===== src/rtl/wb_debug_bridge_pkg.sv =====
// Shared state encoding and command bytes for the UART-to-Wishbone debug bridge.
package wb_debug_bridge_pkg;

    typedef enum logic [2:0] {
        ST_IDLE = 3'd0,
        ST_ADDR = 3'd1,
        ST_DATA = 3'd2,
        ST_HALT = 3'd3,
        ST_BUS  = 3'd4,
        ST_RESP = 3'd5
    } state_t;

    localparam logic [7:0] CMD_WRITE = 8'h57;
    localparam logic [7:0] CMD_READ  = 8'h52;
    localparam logic [7:0] CMD_HALT  = 8'h48;

endpackage


===== src/rtl/wb_debug_bridge_tx_ser.sv =====
// Response serialiser: loads a left-aligned word plus a 1..4 byte count and shifts it out MSB first.
// First byte is valid the cycle after load; each byte holds until tx_ready, done pulses on the last handshake.
module wb_debug_bridge_tx_ser (
    input  logic        clk,
    input  logic        rst,
    input  logic        i_load,
    input  logic [31:0] i_data,
    input  logic [2:0]  i_count,
    input  logic        i_ready,
    output logic        o_valid,
    output logic [7:0]  o_data,
    output logic        o_done
);

    logic [31:0] r_shift;
    logic [2:0]  r_left;
    logic        w_hs;

    assign o_valid = (r_left != 3'd0);
    assign o_data  = r_shift[31:24];
    assign w_hs    = o_valid && i_ready;
    assign o_done  = w_hs && (r_left == 3'd1);

    always_ff @(posedge clk) begin
        if (rst) begin
            r_shift <= 32'h0;
            r_left  <= 3'd0;
        end else if (i_load) begin
            r_shift <= i_data;
            r_left  <= i_count;
        end else if (w_hs) begin
            r_shift <= {r_shift[23:0], 8'h00};
            r_left  <= r_left - 3'd1;
        end
    end

endmodule


===== src/rtl/wb_debug_bridge.sv =====
// Byte-stream Wishbone debug master with CPU halt control; no rx backpressure, tx is valid/ready.
// Optional bus timeout with NAK response when WB_DEBUG_BRIDGE_TIMEOUT_EN is defined.
module wb_debug_bridge
    import wb_debug_bridge_pkg::*;
#(
    parameter int unsigned TIMEOUT_CYCLES = 1024,
    parameter logic [7:0]  ACK_BYTE       = 8'h06,
    parameter logic [7:0]  NAK_BYTE       = 8'h15,
    parameter logic        HALT_RESET_VAL = 1'b0
) (
    input  logic        clk,
    input  logic        rst,
    input  logic        rx_valid_i,
    input  logic [7:0]  rx_data_i,
    output logic        tx_valid_o,
    output logic [7:0]  tx_data_o,
    input  logic        tx_ready_i,
    output logic        cyc_o,
    output logic        stb_o,
    output logic        we_o,
    output logic [31:0] addr_o,
    output logic [31:0] data_o,
    input  logic [31:0] data_i,
    input  logic        ack_i,
    output logic        busy_o,
    output logic        cpu_halt_o
);

    state_t      r_state;
    logic [1:0]  r_cnt;
    logic [31:0] r_addr;
    logic [31:0] r_data;
    logic        r_cyc;
    logic        r_we;
    logic        r_halt;

    logic        w_ld;
    logic [31:0] w_ld_dat;
    logic [2:0]  w_ld_cnt;
    logic        w_tx_done;
    logic        w_to_hit;

`ifdef WB_DEBUG_BRIDGE_TIMEOUT_EN
    logic [15:0] r_to;

    // Held at zero outside BUS so every bus cycle starts a fresh window.
    always_ff @(posedge clk) begin
        if (rst || r_state != ST_BUS) begin
            r_to <= 16'h0;
        end else if (!ack_i) begin
            r_to <= r_to + 16'h1;
        end
    end

    assign w_to_hit = (r_to == 16'(TIMEOUT_CYCLES - 1));
`else
    assign w_to_hit = 1'b0;
`endif

    assign cyc_o      = r_cyc;
    assign stb_o      = r_cyc;
    assign we_o       = r_cyc & r_we;
    assign addr_o     = r_addr;
    assign data_o     = r_data;
    assign busy_o     = (r_state != ST_IDLE);
    assign cpu_halt_o = r_halt;

    always_comb begin
        w_ld     = 1'b0;
        w_ld_dat = 32'h0;
        w_ld_cnt = 3'd1;
        case (r_state)
            ST_IDLE: begin
                if (rx_valid_i && rx_data_i != CMD_WRITE && rx_data_i != CMD_READ
                    && rx_data_i != CMD_HALT) begin
                    w_ld     = 1'b1;
                    w_ld_dat = {NAK_BYTE, 24'h0};
                end
            end
            ST_HALT: begin
                if (rx_valid_i) begin
                    w_ld     = 1'b1;
                    w_ld_dat = {ACK_BYTE, 24'h0};
                end
            end
            ST_BUS: begin
                if (ack_i) begin
                    w_ld     = 1'b1;
                    w_ld_dat = r_we ? {ACK_BYTE, 24'h0} : data_i;
                    w_ld_cnt = r_we ? 3'd1 : 3'd4;
                end else if (w_to_hit) begin
                    w_ld     = 1'b1;
                    w_ld_dat = {NAK_BYTE, 24'h0};
                end
            end
            default: ;
        endcase
    end

    always_ff @(posedge clk) begin
        if (rst) begin
            r_state <= ST_IDLE;
            r_cnt   <= 2'd0;
            r_addr  <= 32'h0;
            r_data  <= 32'h0;
            r_cyc   <= 1'b0;
            r_we    <= 1'b0;
            r_halt  <= HALT_RESET_VAL;
        end else begin
            case (r_state)
                ST_IDLE: begin
                    r_cnt <= 2'd0;
                    if (rx_valid_i) begin
                        r_we <= (rx_data_i == CMD_WRITE);
                        if (rx_data_i == CMD_WRITE || rx_data_i == CMD_READ) begin
                            r_state <= ST_ADDR;
                        end else if (rx_data_i == CMD_HALT) begin
                            r_state <= ST_HALT;
                        end else begin
                            r_state <= ST_RESP;
                        end
                    end
                end
                ST_ADDR: begin
                    if (rx_valid_i) begin
                        r_addr <= {r_addr[23:0], rx_data_i};
                        r_cnt  <= r_cnt + 2'd1;
                        if (r_cnt == 2'd3) begin
                            if (r_we) begin
                                r_state <= ST_DATA;
                            end else begin
                                r_state <= ST_BUS;
                                r_cyc   <= 1'b1;
                            end
                        end
                    end
                end
                ST_DATA: begin
                    if (rx_valid_i) begin
                        r_data <= {r_data[23:0], rx_data_i};
                        r_cnt  <= r_cnt + 2'd1;
                        if (r_cnt == 2'd3) begin
                            r_state <= ST_BUS;
                            r_cyc   <= 1'b1;
                        end
                    end
                end
                ST_HALT: begin
                    if (rx_valid_i) begin
                        r_halt  <= rx_data_i[0];
                        r_state <= ST_RESP;
                    end
                end
                ST_BUS: begin
                    // Ack takes priority over a timeout in the same cycle.
                    if (ack_i || w_to_hit) begin
                        r_cyc   <= 1'b0;
                        r_state <= ST_RESP;
                    end
                end
                ST_RESP: begin
                    if (w_tx_done) begin
                        r_state <= ST_IDLE;
                    end
                end
                default: r_state <= ST_IDLE;
            endcase
        end
    end

    wb_debug_bridge_tx_ser u_tx_ser (
        .clk     (clk),
        .rst     (rst),
        .i_load  (w_ld),
        .i_data  (w_ld_dat),
        .i_count (w_ld_cnt),
        .i_ready (tx_ready_i),
        .o_valid (tx_valid_o),
        .o_data  (tx_data_o),
        .o_done  (w_tx_done)
    );

endmodule


===== config.mk =====
export PLATFORM = sky130hd
export DESIGN_NAME = wb_debug_bridge
export DESIGN_NICKNAME = d
export VERILOG_FILES = /design/src/rtl/wb_debug_bridge_pkg.sv /design/src/rtl/wb_debug_bridge_tx_ser.sv /design/src/rtl/wb_debug_bridge.sv
export SDC_FILE = /design/constraint.sdc
export NUM_CORES = 1
export LEC_CHECK = 0
export CELL_PAD_IN_SITES_DETAIL_PLACEMENT = 0
export CELL_PAD_IN_SITES_GLOBAL_PLACEMENT = 1
export CORE_UTILIZATION = 39
export CTS_BUF_LIST = sky130_fd_sc_hd__clkbuf_4 sky130_fd_sc_hd__clkbuf_8
export DETAILED_ROUTE_END_ITERATION = 7
export PLACE_DENSITY_LB_ADDON = 0.1
export SYNTH_ARGS = -nofsm -noshare
export SYNTH_HDL_FRONTEND = slang
export SYNTH_SLANG_ARGS = --single-unit

===== constraint.sdc =====
create_clock -name clk -period 3.3 [get_ports clk]
set_clock_uncertainty 0.2 [all_clocks]
set_input_delay 0.66 -clock clk [delete_from_list [all_inputs] [get_ports clk]]
set_output_delay 0.66 -clock clk [all_outputs]
set_load 0.03 [all_outputs]

Word-level counts from Yosys, hierarchy flattened
Index checks and enable logic that the tools add are counted.

Muxes and demuxes: 37. Bitwise gates (word level): 1. Add/subtract/negate cells: 2. Reductions and logical operators: 20. Eq/ne operators: 23.

Operator list (count): $mux W32 (4); $pmux W32 S3 (1); $mux W3 (16); $mux W29 (1); $mux W27 (1); $eq A8 B7 Y1 const B (3); $ne A8 B7 Y1 const B (3); $pmux W3 S6 (1); $ne A2 B2 Y1 const B (8); $reduce_and A2 Y1 (5); $mux W1 (9); $reduce_bool A3 Y1 (3); $reduce_and A8 Y1 (1); $reduce_and A7 Y1 (1); $eq A3 B1 Y1 const B (2); $eq A3 B2 Y1 const B (2); $eq A3 B3 Y1 const B (2); $pmux W1 S3 (2); $logic_and A1 B1 Y1 (5); $ne A2 B1 Y1 const B (2); $pmux W2 S2 (1); $reduce_bool A2 Y1 (2); $logic_not A3 Y1 (1); $sub A3 B1 Y3 const B (1); 6 further kinds (6).

Output and inout bits: 78. Register bits after elaboration: 107.

Depth between registers and ports, before layout
Gate-level depths: netlist (run 1).

Depth in word-level cells: 7. Depth in mapped cells: 8. Mapped depth without buffers: 8.

Modules after synthesis
A second synthesis (run 1) with hierarchy kept.

Cells, all modules: 613. Area, all modules: 5016.1 sq um.

Modules (own cells, without submodules): wb_debug_bridge (sequential area each 1441.4 sq um, instances 1, area each 3083.0 sq um, cells an instance 404); wb_debug_bridge_tx_ser (sequential area each 700.7 sq um, instances 1, area each 1933.1 sq um, cells an instance 209).

Worst setup path after synthesis (run 1)
OpenSTA, ideal clock, no wires.

Path kind: input to register. Start: input rx_data_i[0]. End: register u_tx_ser.r_shift[16]. Slack: 1.064 ns. Data arrival time: 1.950 ns. Cell stages on the path: 6. Data required time: 3.013 ns. Library setup time: 0.087 ns. Path buffers: 1. Cells stage by stage: xor2_1 or4_4 a21oi_4 buf_6 o21ai_0 a221oi_2.

Cells in the longest elaborated chain, start to end: 7. Elaborated cells between the ends (all ways): 10. Those cells by class: 3 x eq/ne; 3 x mux; 4 x reduce/logical.

RTL lines: start, declared (RTL line wb_debug_bridge.sv:14) `input logic [7:0] rx_data_i,`; $ne A8 B7 Y1 (RTL line wb_debug_bridge.sv:74) `if (rx_valid_i && rx_data_i != CMD_WRITE && rx_data_i != CMD_READ`; $logic_and A1 B1 Y1 (2 in series) (RTL line wb_debug_bridge.sv:74); $logic_and A1 B1 Y1 * (RTL line wb_debug_bridge.sv:75) `&& rx_data_i != CMD_HALT) begin`; $mux W1 * (RTL line wb_debug_bridge.sv:74); $pmux W1 S3 * (RTL line wb_debug_bridge.sv:72) `case (r_state)`; $mux W32 / $reduce_bool A2 Y1 (equally long branches); end signal, assigned (RTL line wb_debug_bridge_tx_ser.sv:29) `r_shift <= i_data;`; end signal, assigned (RTL line wb_debug_bridge_tx_ser.sv:32) `r_shift <= {r_shift[23:0], 8'h00};`; end, declared (RTL line wb_debug_bridge_tx_ser.sv:15) `logic [31:0] r_shift;`.

Mark *: on every way between the ends. The rest lies on a longest branch, timed or not. A chain may end at the register's enable or synchronous reset.

Final worst setup path (run 1)
Start: register u_tx_ser.r_left[0]. End: output tx_valid_o.

Cells in the longest elaborated chain, start to end: 1.

RTL lines: start, declared (RTL line wb_debug_bridge_tx_ser.sv:16) `logic [2:0] r_left;`; start signal, assigned (RTL line wb_debug_bridge_tx_ser.sv:30) `r_left <= i_count;`; start signal, assigned (RTL line wb_debug_bridge_tx_ser.sv:33) `r_left <= r_left - 3'd1;`; $reduce_bool A3 Y1 (RTL line wb_debug_bridge_tx_ser.sv:19) `assign o_valid = (r_left != 3'd0);`; end, declared (RTL line wb_debug_bridge.sv:15) `output logic tx_valid_o,`.

Every way passes these cells.

==> results.toml, run 1 <==
[outcome]
outcome = "complete, no violations"

[setup_path]
reg2reg_to = "u_tx_ser.r_shift[29]"
crit_arrival_ns = 2.04
cp_top_family = "buffers and inverters"
cp_slowest_cell = "clkdlybuf4s50_1"
cpPeakStageDelay_ns = 0.61
critPathMaxFanout = 6
ff2ff_path_depth = 7
critPathKind = "register to output pin"
cp_cell_sequence = "inv_1 > ha_1 > nor2b_1 > inv_1 > clkdlybuf4s50_1"
reg2reg_slack_ns = 0.87
crit_top_cell = "inv_1"
end_kind = "output pin"
path_buf_inv = 3
start_kind = "register"
required_ns = 2.44
timing.rr.start = "u_tx_ser.r_left[0]"

[placement]
dpl.hpwl_mm = 7.64
placed_cell_area_sq_mm = 0.00579
dp_slack_ns = 0.216
gp_congestion = 0.812
io_buffer_count = 122

[clocking]
cts_setup_buffers = 0
cts_tree = "built"
ctsHtreeMaxLevel = 3
post_cts_resized = 0
clk_pin_slew_ns = 0.10
cts_buffer_depth = 2
cts_buffers = 9
cts_root_buffer = "clkbuf_8"
cts_sinks = 107
cts.hold.buffers_added = 0
clkLatencyLatePin_ns = 0.39

[grt]
grt_max_degree = 43
antenna_found_initial = 0
grt_pass1_wl_mm = 18.1
grtUsageTotal_pct = 19.4
grt_pass1_vias = 3607
overflow = 0

[sta]
rsz0062_at_grt = "false"
finalSetupViolCount = 0
slew_viol_final = 0
worst_pin_slew_ns = 0.788
hold_viol = 0
hold_slack_ns = 0.260
finalSetupTns_ns = 0
slew_headroom_pct = 47.3
fmax_mhz = 345
fin_crit_sh_pct = 87.8
period_minus_slack_ns = 2.90
setup_ws_ns = 0.403

[yosys]
ys_seq_area_share_pct = 47.0
synth_flop_cell = "dfxtp_1"
ys_types = 45
syn-num-nets = 602
synth-async-reset-ratio_pct = 0
synth_area_sq_mm = 0.00456
synthCells = 553
synth_seq_cells = 107
avgSynthCellArea_sq_um = 8.24
synth_edf_count = 0
yosysWarnings = 0

[run]
drv_cap = 0

[hold_path]
min_to = "addr_o[27]"
hp-class = "register to register"
hold_path_depth = 2
min_from = "addr_o[27]"

[cells_and_area]
finalNetCount = 697
multi_input_area_sq_mm = 0.00205
regArea_sq_mm = 0.00214
fin_util_pct = 52.7
drive_gt1_share_pct = 9.04
fill_cells = 1119
layout_common_cells = "159 x nand2_1, 121 x clkdlybuf4s50_1, 107 x dfxtp_1, 73 x a21oi_1, 34 x o21ai_0"
layout_commonest_cell = "nand2_1"
stdcell_area_sq_mm = 0.00602
antenna_cells = 0
area_growth_pct = 32.1

[drt]
drc = 0
antenna_left = 0
drt_iter0_markers = 245
avgRoutedWirePerCell_um = 14.2
routed_via_density = 4.96
vias = 3948
drt-total-wl_mm = 11.3
firstDrtPassIters = 4

[floorplan]
die_w_um = 110
rows = 39
ios = 123
initial_core_util_pct = 39.9
die-area_sq_mm = 0.0121
chipHeight_um = 110
core_sq_mm = 0.0114

[power]
powerDensity_mw_per_mm2 = 661
peakVddDrop_mv = 0.437
p_leak_nw = 2.01
## registers in the layout, summed over array words and instances (netlist names)
signal            flops
addr_o               32
cpu_halt_o            1
cyc_o                 1
data_o               32
r_cnt                 2
r_state               3
r_we                  1
u_tx_ser.r_left       3
u_tx_ser.r_shift     32
## cells by family (layout without fill, tap and decap cells)
group | Yosys count | after routing | synth area share (%)
multiplexers | 2 | 2 | 0.439
flip-flops | 107 | 107 | 47.0
AND/OR/NAND/NOR | 207 | 207 | 19.4
AO/OA/AOI/OAI | 153 | 153 | 23.2
XOR/XNOR | 1 | 1 | 0.192
adder cells (fa/ha/maj) | 6 | 6 | 1.54
buffers and inverters | 77 | 177 | 8.21
## where the power goes
| group | leakage (nW) | switching, W | internal [W] |
|---|---|---|---|
| Clock | 0.117 | 0.000446 | 0.000473 |
| Combinational | 1.02 | 0.000849 | 0.000582 |
| Sequential | 0.868 | 0.000143 | 0.00149 |
## worst max path at each step
stage,cells past startpoint,endpoint,start,slack (ns)
3_5_place_dp,7,u_tx_ser.r_shift[31],rx_data_i[5],0.22
4_1_cts,5,tx_valid_o,u_tx_ser.r_left[0],0.36
6_report,5,tx_valid_o,u_tx_ser.r_left[0],0.40
2_1_floorplan,6,u_tx_ser.r_shift[16],rx_data_i[0],1.06
5_1_grt,5,tx_valid_o,u_tx_ser.r_left[0],0.19
3_3_place_gp,7,u_tx_ser.r_shift[23],rx_data_i[5],0.27
## cells in the mapped netlist (2+ instances only)
cell      count  share of area (%)
a21oi_1      73                8.0
a221oi_2     20                6.6
a22oi_1      10                1.6
a31oi_1       5               0.69
and2_1        3               0.41
and3_1        2               0.27
buf_2         3               0.33
buf_4         9                1.5
buf_6         5                1.2
clkbuf_1     31                2.6
dfxtp_1     107                 47
ha_1          4                1.1
inv_1        28                2.3
maj3_1        2               0.44
mux2i_1       2               0.44
nand2_1     159                 13
nand2b_1      3               0.41
nand3_1       2               0.22
nand4b_1      2               0.38
nor2_1       18                1.5
nor2b_1       3               0.41
nor4b_1       3               0.58
o21ai_0      34                3.7
o221a_2       2               0.49
or2_2         2               0.27
or3_1         2               0.27
## cell type report
class | instances | share of cell area (%)
flip-flops and latches | 107 | 35.6
clock inverters | 5 | 1.39
well taps | 143 | 2.97
multi-input cells | 369 | 34.0
inverters | 28 | 1.75
repair buffers | 133 | 21.8
clock buffers | 11 | 2.51
## worst min-delay path: stages, from the launching register on
cell     delay (ns)
dfxtp_1        0.32
nand2_1        0.05
a21oi_1        0.05
## metal layers
metal / GRT usage, % / wire length (um)
met1: 26.9 / 5520
met5: 0 / 0
met3: 7.00 / 629
met4: 5.92 / 108
met2: 27.9 / 5000
## through the flow
| step | instances | total power (W) |
|---|---|---|
| after floorplan | 553 | 0.00278 |
| after global placement | 780 | 0.00308 |
| after detailed placement | 780 | 0.00310 |
| after CTS | 796 | 0.00403 |
| after global routing | 796 | 0.00424 |
| final | 796 | 0.00398 |
No activity file was read; power rests on OpenSTA's default activity.
==> run 2, diff against run 1 <==
--- a/config.mk
+++ b/config.mk
@@ -10,7 +10,7 @@
 export CORE_UTILIZATION = 39
 export CTS_BUF_LIST = sky130_fd_sc_hd__clkbuf_4 sky130_fd_sc_hd__clkbuf_8
 export DETAILED_ROUTE_END_ITERATION = 7
-export PLACE_DENSITY_LB_ADDON = 0.1
+export PLACE_DENSITY_LB_ADDON = 0.15
 export SYNTH_ARGS = -nofsm -noshare
 export SYNTH_HDL_FRONTEND = slang
 export SYNTH_SLANG_ARGS = --single-unit
==> results.toml, run 2 (synthesized netlist as in run 1, its figures left out) <==
[outcome]
outcome = "complete, no violations"

[cells_and_area]
finalNetCount = 695
antenna_cells = 0
area_growth_pct = 30.9
drive_gt1_share_pct = 8.62
layout_commonest_cell = "nand2_1"
stdcell_area_sq_mm = 0.00597
layout_common_cells = "159 x nand2_1, 121 x clkdlybuf4s50_1, 107 x dfxtp_1, 73 x a21oi_1, 34 x o21ai_0"

[sta]
finalSetupTns_ns = 0
hold_viol = 0
slew_headroom_pct = 47.0
rsz0062_at_grt = "false"
period_minus_slack_ns = 2.88
fmax_mhz = 347
fin_crit_sh_pct = 87.3
worst_pin_slew_ns = 0.794
finalSetupViolCount = 0
slew_viol_final = 0

[drt]
antenna_left = 0
drt-total-wl_mm = 11.4
routed_via_density = 4.99
drc = 0
avgRoutedWirePerCell_um = 14.4
vias = 3958
firstDrtPassIters = 6
drt_iter0_markers = 251

[run]
drv_cap = 0

[floorplan]
die_w_um = 110
core_sq_mm = 0.0114
chipHeight_um = 110
initial_core_util_pct = 39.9
ios = 123
rows = 39
die-area_sq_mm = 0.0121

[hold_path]
hp-class = "register to register"

[grt]
grt_max_degree = 59
grt_pass1_wl_mm = 17.9
grt_pass1_vias = 3487
grtUsageTotal_pct = 19.0
overflow = 0
antenna_found_initial = 0

[clocking]
cts_sinks = 107
clkLatencyLatePin_ns = 0.37
ctsHtreeMaxLevel = 3
clk_pin_slew_ns = 0.11
cts_tree = "built"
post_cts_resized = 0
cts.hold.buffers_added = 0
cts_root_buffer = "clkbuf_8"
cts_setup_buffers = 0
cts_buffer_depth = 2
cts_buffers = 9

[setup_path]
start_kind = "input pin"
crit_arrival_ns = 2.96
required_ns = 3.38
critPathMaxFanout = 23
end_kind = "register"
critPathKind = "input pin to register"

[power]
powerDensity_mw_per_mm2 = 649
peakVddDrop_mv = 0.357
p_leak_nw = 1.97

[placement]
gp_congestion = 0.750
io_buffer_count = 122
dpl.hpwl_mm = 7.78
placed_cell_area_sq_mm = 0.00577
[run 2: cell count changes in the layout (fill, tap and decap cells not counted)]
cell / before / now
bufinv_16: 2 / 1
clkbuf_8: 11 / 9
buf_4: 11 / 9
clkinvlp_4: 1 / 3
clkinv_2: 1 / 0
clkbuf_4: 0 / 1
[run 2: routing by layer]
metal  part of all wire (%)  up-vias  track usage (%)
met5                      0        -                0
met4                    1.1        0             5.92
met3                    4.2        9             4.17
met2                     45       84             28.5
met1                     50     1821             27.2
li1                       -     2044                -
[run 2: layout make-up]
| class | instances | area [sq um] |
|---|---|---|
| tap | 143 | 179 |
| fill | 1124 | 5450 |
| inverter | 28 | 105 |
| clock buffer | 10 | 131 |
| clock inverter | 5 | 63.8 |
| timing repair buffer | 131 | 1300 |
| multi-input combinational | 369 | 2050 |
| sequential | 107 | 2140 |
[run 2: where the power goes]
part / switching, W / leakage (nW) / internal, W
logic: 0.000854 / 1.02 / 0.000572
clock network: 0.000453 / 0.0899 / 0.000361
registers: 0.000143 / 0.868 / 0.00149
total: 0.00145 / 1.97 / 0.00242
[run 2: worst max-delay path, stage by stage]
cell and delay [ns]:
clkdlybuf4s50_1 0.53, xor2_1 0.21, or4_4 0.55, a21oi_4 0.47
o21ai_0 0.25, a221oi_2 0.29
[run 2: path summary, 6_finish.rpt]
path | start | endpoint | slack, ns | depth (start not counted)
max | rx_data_i[0] | u_tx_ser.r_shift[31] | 0.42 | 6
min | addr_o[24] | addr_o[24] | 0.26 | 2
max reg2reg | r_state[1] | u_tx_ser.r_shift[31] | 0.77 | 5
min reg2reg | addr_o[24] | addr_o[24] | 0.26 | 2
[run 2: per-stage QoR]
step	util (%)	power (W)	hold slack [ns]	instances	worst slack, ns
6_report	52.3	0.00387	0.258	793	0.419
5_1_grt	52.3	0.00412	0.278	793	0.254
4_1_cts	52.3	0.00390	0.260	793	0.434
3_5_place_dp	50.5	0.00310	0.246	778	0.0353
3_3_place_gp	50.5	0.00306	0.241	778	0.126
2_1_floorplan	-	0.00278	0.239	553	1.06
==> patch 1: new RTL, config.mk and constraints of run 1 <==
Encoding of `state_t`: now Gray code (3 bits for 6 states).
--- a/src/rtl/wb_debug_bridge_pkg.sv
+++ b/src/rtl/wb_debug_bridge_pkg.sv
@@ -3,10 +3,10 @@
 
     typedef enum logic [2:0] {
-        ST_IDLE = 3'd0,
-        ST_ADDR = 3'd1,
-        ST_DATA = 3'd2,
-        ST_HALT = 3'd3,
-        ST_BUS  = 3'd4,
-        ST_RESP = 3'd5
+        ST_IDLE = 3'b000,
+        ST_ADDR = 3'b001,
+        ST_DATA = 3'b011,
+        ST_HALT = 3'b010,
+        ST_BUS  = 3'b110,
+        ST_RESP = 3'b111
     } state_t;
 
Function: no difference found for any inputs over 4 cycles, from zero or initial values and one cycle with rst high; so few cycles prove little.
==> patch 1 against run 1 <==
Sequential share of layout area decreased by 2.1 points. Worst setup slack gained 0.035 ns. Critical endpoint unchanged. Sequential cell count is the same. Utilization rose by 0.13 points. Hold slack lost 0.0023 ns. Power down 8.7%. Synthesized cell count rose by 8.7%. Routed wire length is 13% higher. Non-clock buffer count increased by 10. Via count grew 14%. Cell area rose by 6.3%. Synthesized area rose by 7.1%.
==> patch 1: results (changes against run 1) <==
run_status:
  status: "completed"
power_and_ir_drop:
  p_leak_nw: 2.07  # +3.1%
  ir_drop_mv: 0.359  # -18%
  clock_power_mw: 0.906  # -1%
  powerDensity_mw_per_mm2: 567  # -14%
  pwr-share-seq_pct: 41.2  # +0.2 points
  power.share.clock_pct: 24.9  # +1.8 points
synth:
  synthTopCellsByArea: "dfxtp_1 (44%), nand2_1 (12%), a21oi_1 (7.4%)"
  synthTopCellsByCount: "nand2_1 (158), dfxtp_1 (107), a21oi_1 (72), clkbuf_1 (32), inv_1 (29)"
  ys_types: 44  # -2.2%
  synth.avg_cell_area_um2: 8.12  # -1.4%
  synth_fp_nets: 650  # +8.0%
global_routing:
  track_usage_pct: 20.4  # +0.99 points
  grt_pass1_wl_um: 21100  # +17%
  use_met1_pct: 29.2  # +2.2 points
  grt_max_degree: 60  # +40%
  use_met2_pct: 30.6  # +2.7 points
  grt_pass1_vias: 4157  # +15%
drt:
  drtIter0Drc: 409  # +67%
  vias: 4507  # +14%
  drt_pass1_iterations: 5  # +1
  wire_per_inst_um: 14.7  # +3.6%
  vias_per_cell: 5.19  # +4.6%
setup_path:
  worstPathArrival_ns: 2.00  # -0.04 ns
  r2r_start: "r_state[2]"
  r2r_end: "u_tx_ser.r_shift[27]"
  worstPathMaxFanout: 4  # -2
  r2r_slack_ns: 0.99  # +0.12 ns
hold_path:
  hold_end: "data_o[26]"
  worstHoldStart: "data_o[26]"
cts:
  clock_latency_ns: 0.37  # -0.02 ns
timing:
  clock.fmax_mhz: 350  # +1.2%
  tightest_slew_ns: 0.645  # -0.143 ns
  hold_slack_ns: 0.258  # -0.00231 ns
place:
  placedCellCount: 853  # +9.4%
  place_ws_ns: 0.276  # +0.0606 ns
  hpwl_um: 8770  # +15%
  placed_cell_area_mm2: 0.00618  # +6.8%
  gp_congestion: 0.804  # -0.97%
layout:
  num-nets-final: 745  # +6.9%
  n_fill_cell: 1225  # +9.5%
  drive_gt1_share_pct: 9.42  # +0.38 points
patch 1: cell types whose count changed after synthesis, sizes merged, moves of 7 or more:
cell,delta
nor2,-7
nand3b,+9
a22oi,-10
nand3,+18
or3,+8
nand2b,+11
o21ai,-14
o211ai,+21
buf,+10
patch 1: kinds of logic (layout without fill, tap and decap cells):
logic type,after synthesis,count (layout),synth area share (%)
flops,107,107,43.9
xor+xnor,1,1,0.179
simple gates,242,242,23.2
fa+ha+maj,4,4,1.03
compound gates,157,157,23.0
buf+inv,88,188,8.28
mux,2,2,0.410
patch 1: cell type report:
class,instances,area share [%]
well taps,168,3.28
clock inverters,7,1.56
clock buffers,9,1.93
flip-flops and latches,107,33.5
inverters,29,1.70
repair buffers,143,21.5
multi-input cells,406,36.6
patch 1: layer usage:
layer | part of all wire [%] | vias to the layer above
met3 | 5.8 | 8
met5 | 0 | -
met2 | 45 | 127
met1 | 48 | 2134
met4 | 1.0 | 0
li1 | - | 2238
==> patch 2: new RTL, settings of run 1 <==
Without the edit above. `HALT_RESET_VAL`: 1'b0 -> 1'b1.
--- a/src/rtl/wb_debug_bridge.sv
+++ b/src/rtl/wb_debug_bridge.sv
@@ -7,5 +7,5 @@
     parameter logic [7:0]  ACK_BYTE       = 8'h06,
     parameter logic [7:0]  NAK_BYTE       = 8'h15,
-    parameter logic        HALT_RESET_VAL = 1'b0
+    parameter logic        HALT_RESET_VAL = 1'b1
 ) (
     input  logic        clk,
Check against the original RTL: not equivalent (Yosys sat finds a counterexample within 4 cycles, from zero or initial values and one cycle with rst high).
==> patch 2 against run 1 <==
Utilization about the same. Worst setup slack worse by 0.0063 ns. Synthesized area shrank 0.22%. Maximum frequency fell by 0.22%. Power shrank 1.1%. Sequential cell count stayed put. First-iteration DRC count is 26% lower. Routed wire length up 2.2%. Cell area shrank 0.39%. Synthesized cell count did not move.
==> patch 2: results (changes against run 1) <==
run_status:
  status: "completed"
power_and_ir_drop:
  p_leak_nw: 2.01  # -0.12%
  ir_drop_mv: 0.379  # -13%
global_routing:
  grt_pass1_wl_um: 18300  # +1.0%
  track_usage_pct: 19.6  # +0.22 points
  grt_pass1_vias: 3833  # +6.3%
  grt_max_degree: 46  # +7.0%
place:
  placedCellCount: 781  # +0.13%
  gp_congestion: 0.769  # -5.4%
  numPortBuffers: 122  # unchanged
  hpwl_um: 7730  # +1.2%
synth:
  synthTopCellsByArea: "dfxtp_1 (47%), nand2_1 (13%), a21oi_1 (8.0%)"
  yosysSeqAreaShare_pct: 47.1  # +0.10 points
  synth.avg_cell_area_um2: 8.22  # -0.22%
  synthTopCellsByCount: "nand2_1 (160), dfxtp_1 (107), a21oi_1 (73), o21ai_0 (34), clkbuf_1 (32)"
layout:
  drive_gt1_share_pct: 8.88  # -0.15 points
  n_fill_cell: 1168  # +4.4%
drt:
  wl_met2_um: 5200  # +3.9%
  vias_per_cell: 5.09  # +2.6%
  wl_met3_um: 869  # +38%
  vias: 4050  # +2.6%
  drt-total-wl_um: 11500  # +2.2%
  m1WireLength_um: 5270  # -4.6%
  drtIter0Drc: 182  # -26%
cts:
  clock_latency_ns: 0.37  # -0.02 ns
timing:
  tightest_slew_ns: 0.800  # +0.0121 ns
-- patch 2: cell types whose count changed in the layout (fill, tap and decap cells not counted), sizes merged --
cell / change
nor2: -1
clkbuf: -1
inv: -1
clkinv: +2
buf: +1
nand2: +1
clkinvlp: -1
-- patch 2: per-stage QoR --
step | area (µm²) | hold WS [ns] | worst slack (ns)
3_5_place_dp | 5790 | 0.250 | 0.231
3_3_place_gp | 5790 | 0.243 | 0.287
6_report | 6000 | 0.258 | 0.397
2_1_floorplan | 4550 | 0.239 | 1.06
5_1_grt | 6000 | 0.281 | 0.219
4_1_cts | 6000 | 0.263 | 0.383
-- patch 2: power breakdown --
part | switching [mW] | leakage (nW) | internal (mW) | total (mW)
combinational | 0.860 | 1.03 | 0.582 | 1.44
sequential | 0.139 | 0.868 | 1.49 | 1.63
clock | 0.437 | 0.110 | 0.431 | 0.868
total | 1.44 | 2.01 | 2.50 | 3.94
-- patch 2: worst min-delay path, delay by kind of cell, from the launching register on --
| kind | cells | cell delay, ns |
|---|---|---|
| DFF | 1 | 0.32 |
| and+or+nand+nor | 1 | 0.05 |
| AOI/OAI and AO/OA | 1 | 0.05 |
-- patch 2: per-layer routing --
metal  up-vias  global-route usage [%]
met4         0                    8.86
li1       2039                       -
met2       101                    31.2
met5         -                       0
met1      1895                    24.3
met3        15                    6.11
-- patch 2: final cells by class --
| class | instances | area (µm²) | area share [%] |
|---|---|---|---|
| clock buffer | 10 | 131 | 2.19 |
| clock inverter | 5 | 78.8 | 1.31 |
| inverter | 28 | 105 | 1.75 |
| multi-input combinational | 369 | 2040 | 34.0 |
| sequential | 107 | 2140 | 35.7 |
| tap | 143 | 179 | 2.98 |
| timing repair buffer | 134 | 1320 | 22.0 |
-- patch 2: path summary, 6_finish.rpt --
check | from | end | slack [ns] | cells past startpoint
worst max-delay path | u_tx_ser.r_left[0] | tx_valid_o | 0.40 | 5
worst min register to register | data_o[26] | data_o[26] | 0.26 | 2
worst min-delay path | data_o[26] | data_o[26] | 0.26 | 2
worst max register to register | u_tx_ser.r_left[0] | u_tx_ser.r_shift[29] | 0.81 | 7
-- patch 2: logic make-up (layout without fill, tap and decap cells) --
group	count (synthesis)	count (layout)	synth area share [%]
AND/OR/NAND/NOR	207	207	19.5
adder cells (fa/ha/maj)	6	6	1.54
AO/OA/AOI/OAI	153	153	23.1
XOR/XNOR	1	1	0.193
flip-flops	107	107	47.1
multiplexers	2	2	0.440
buffers and inverters	77	177	8.14
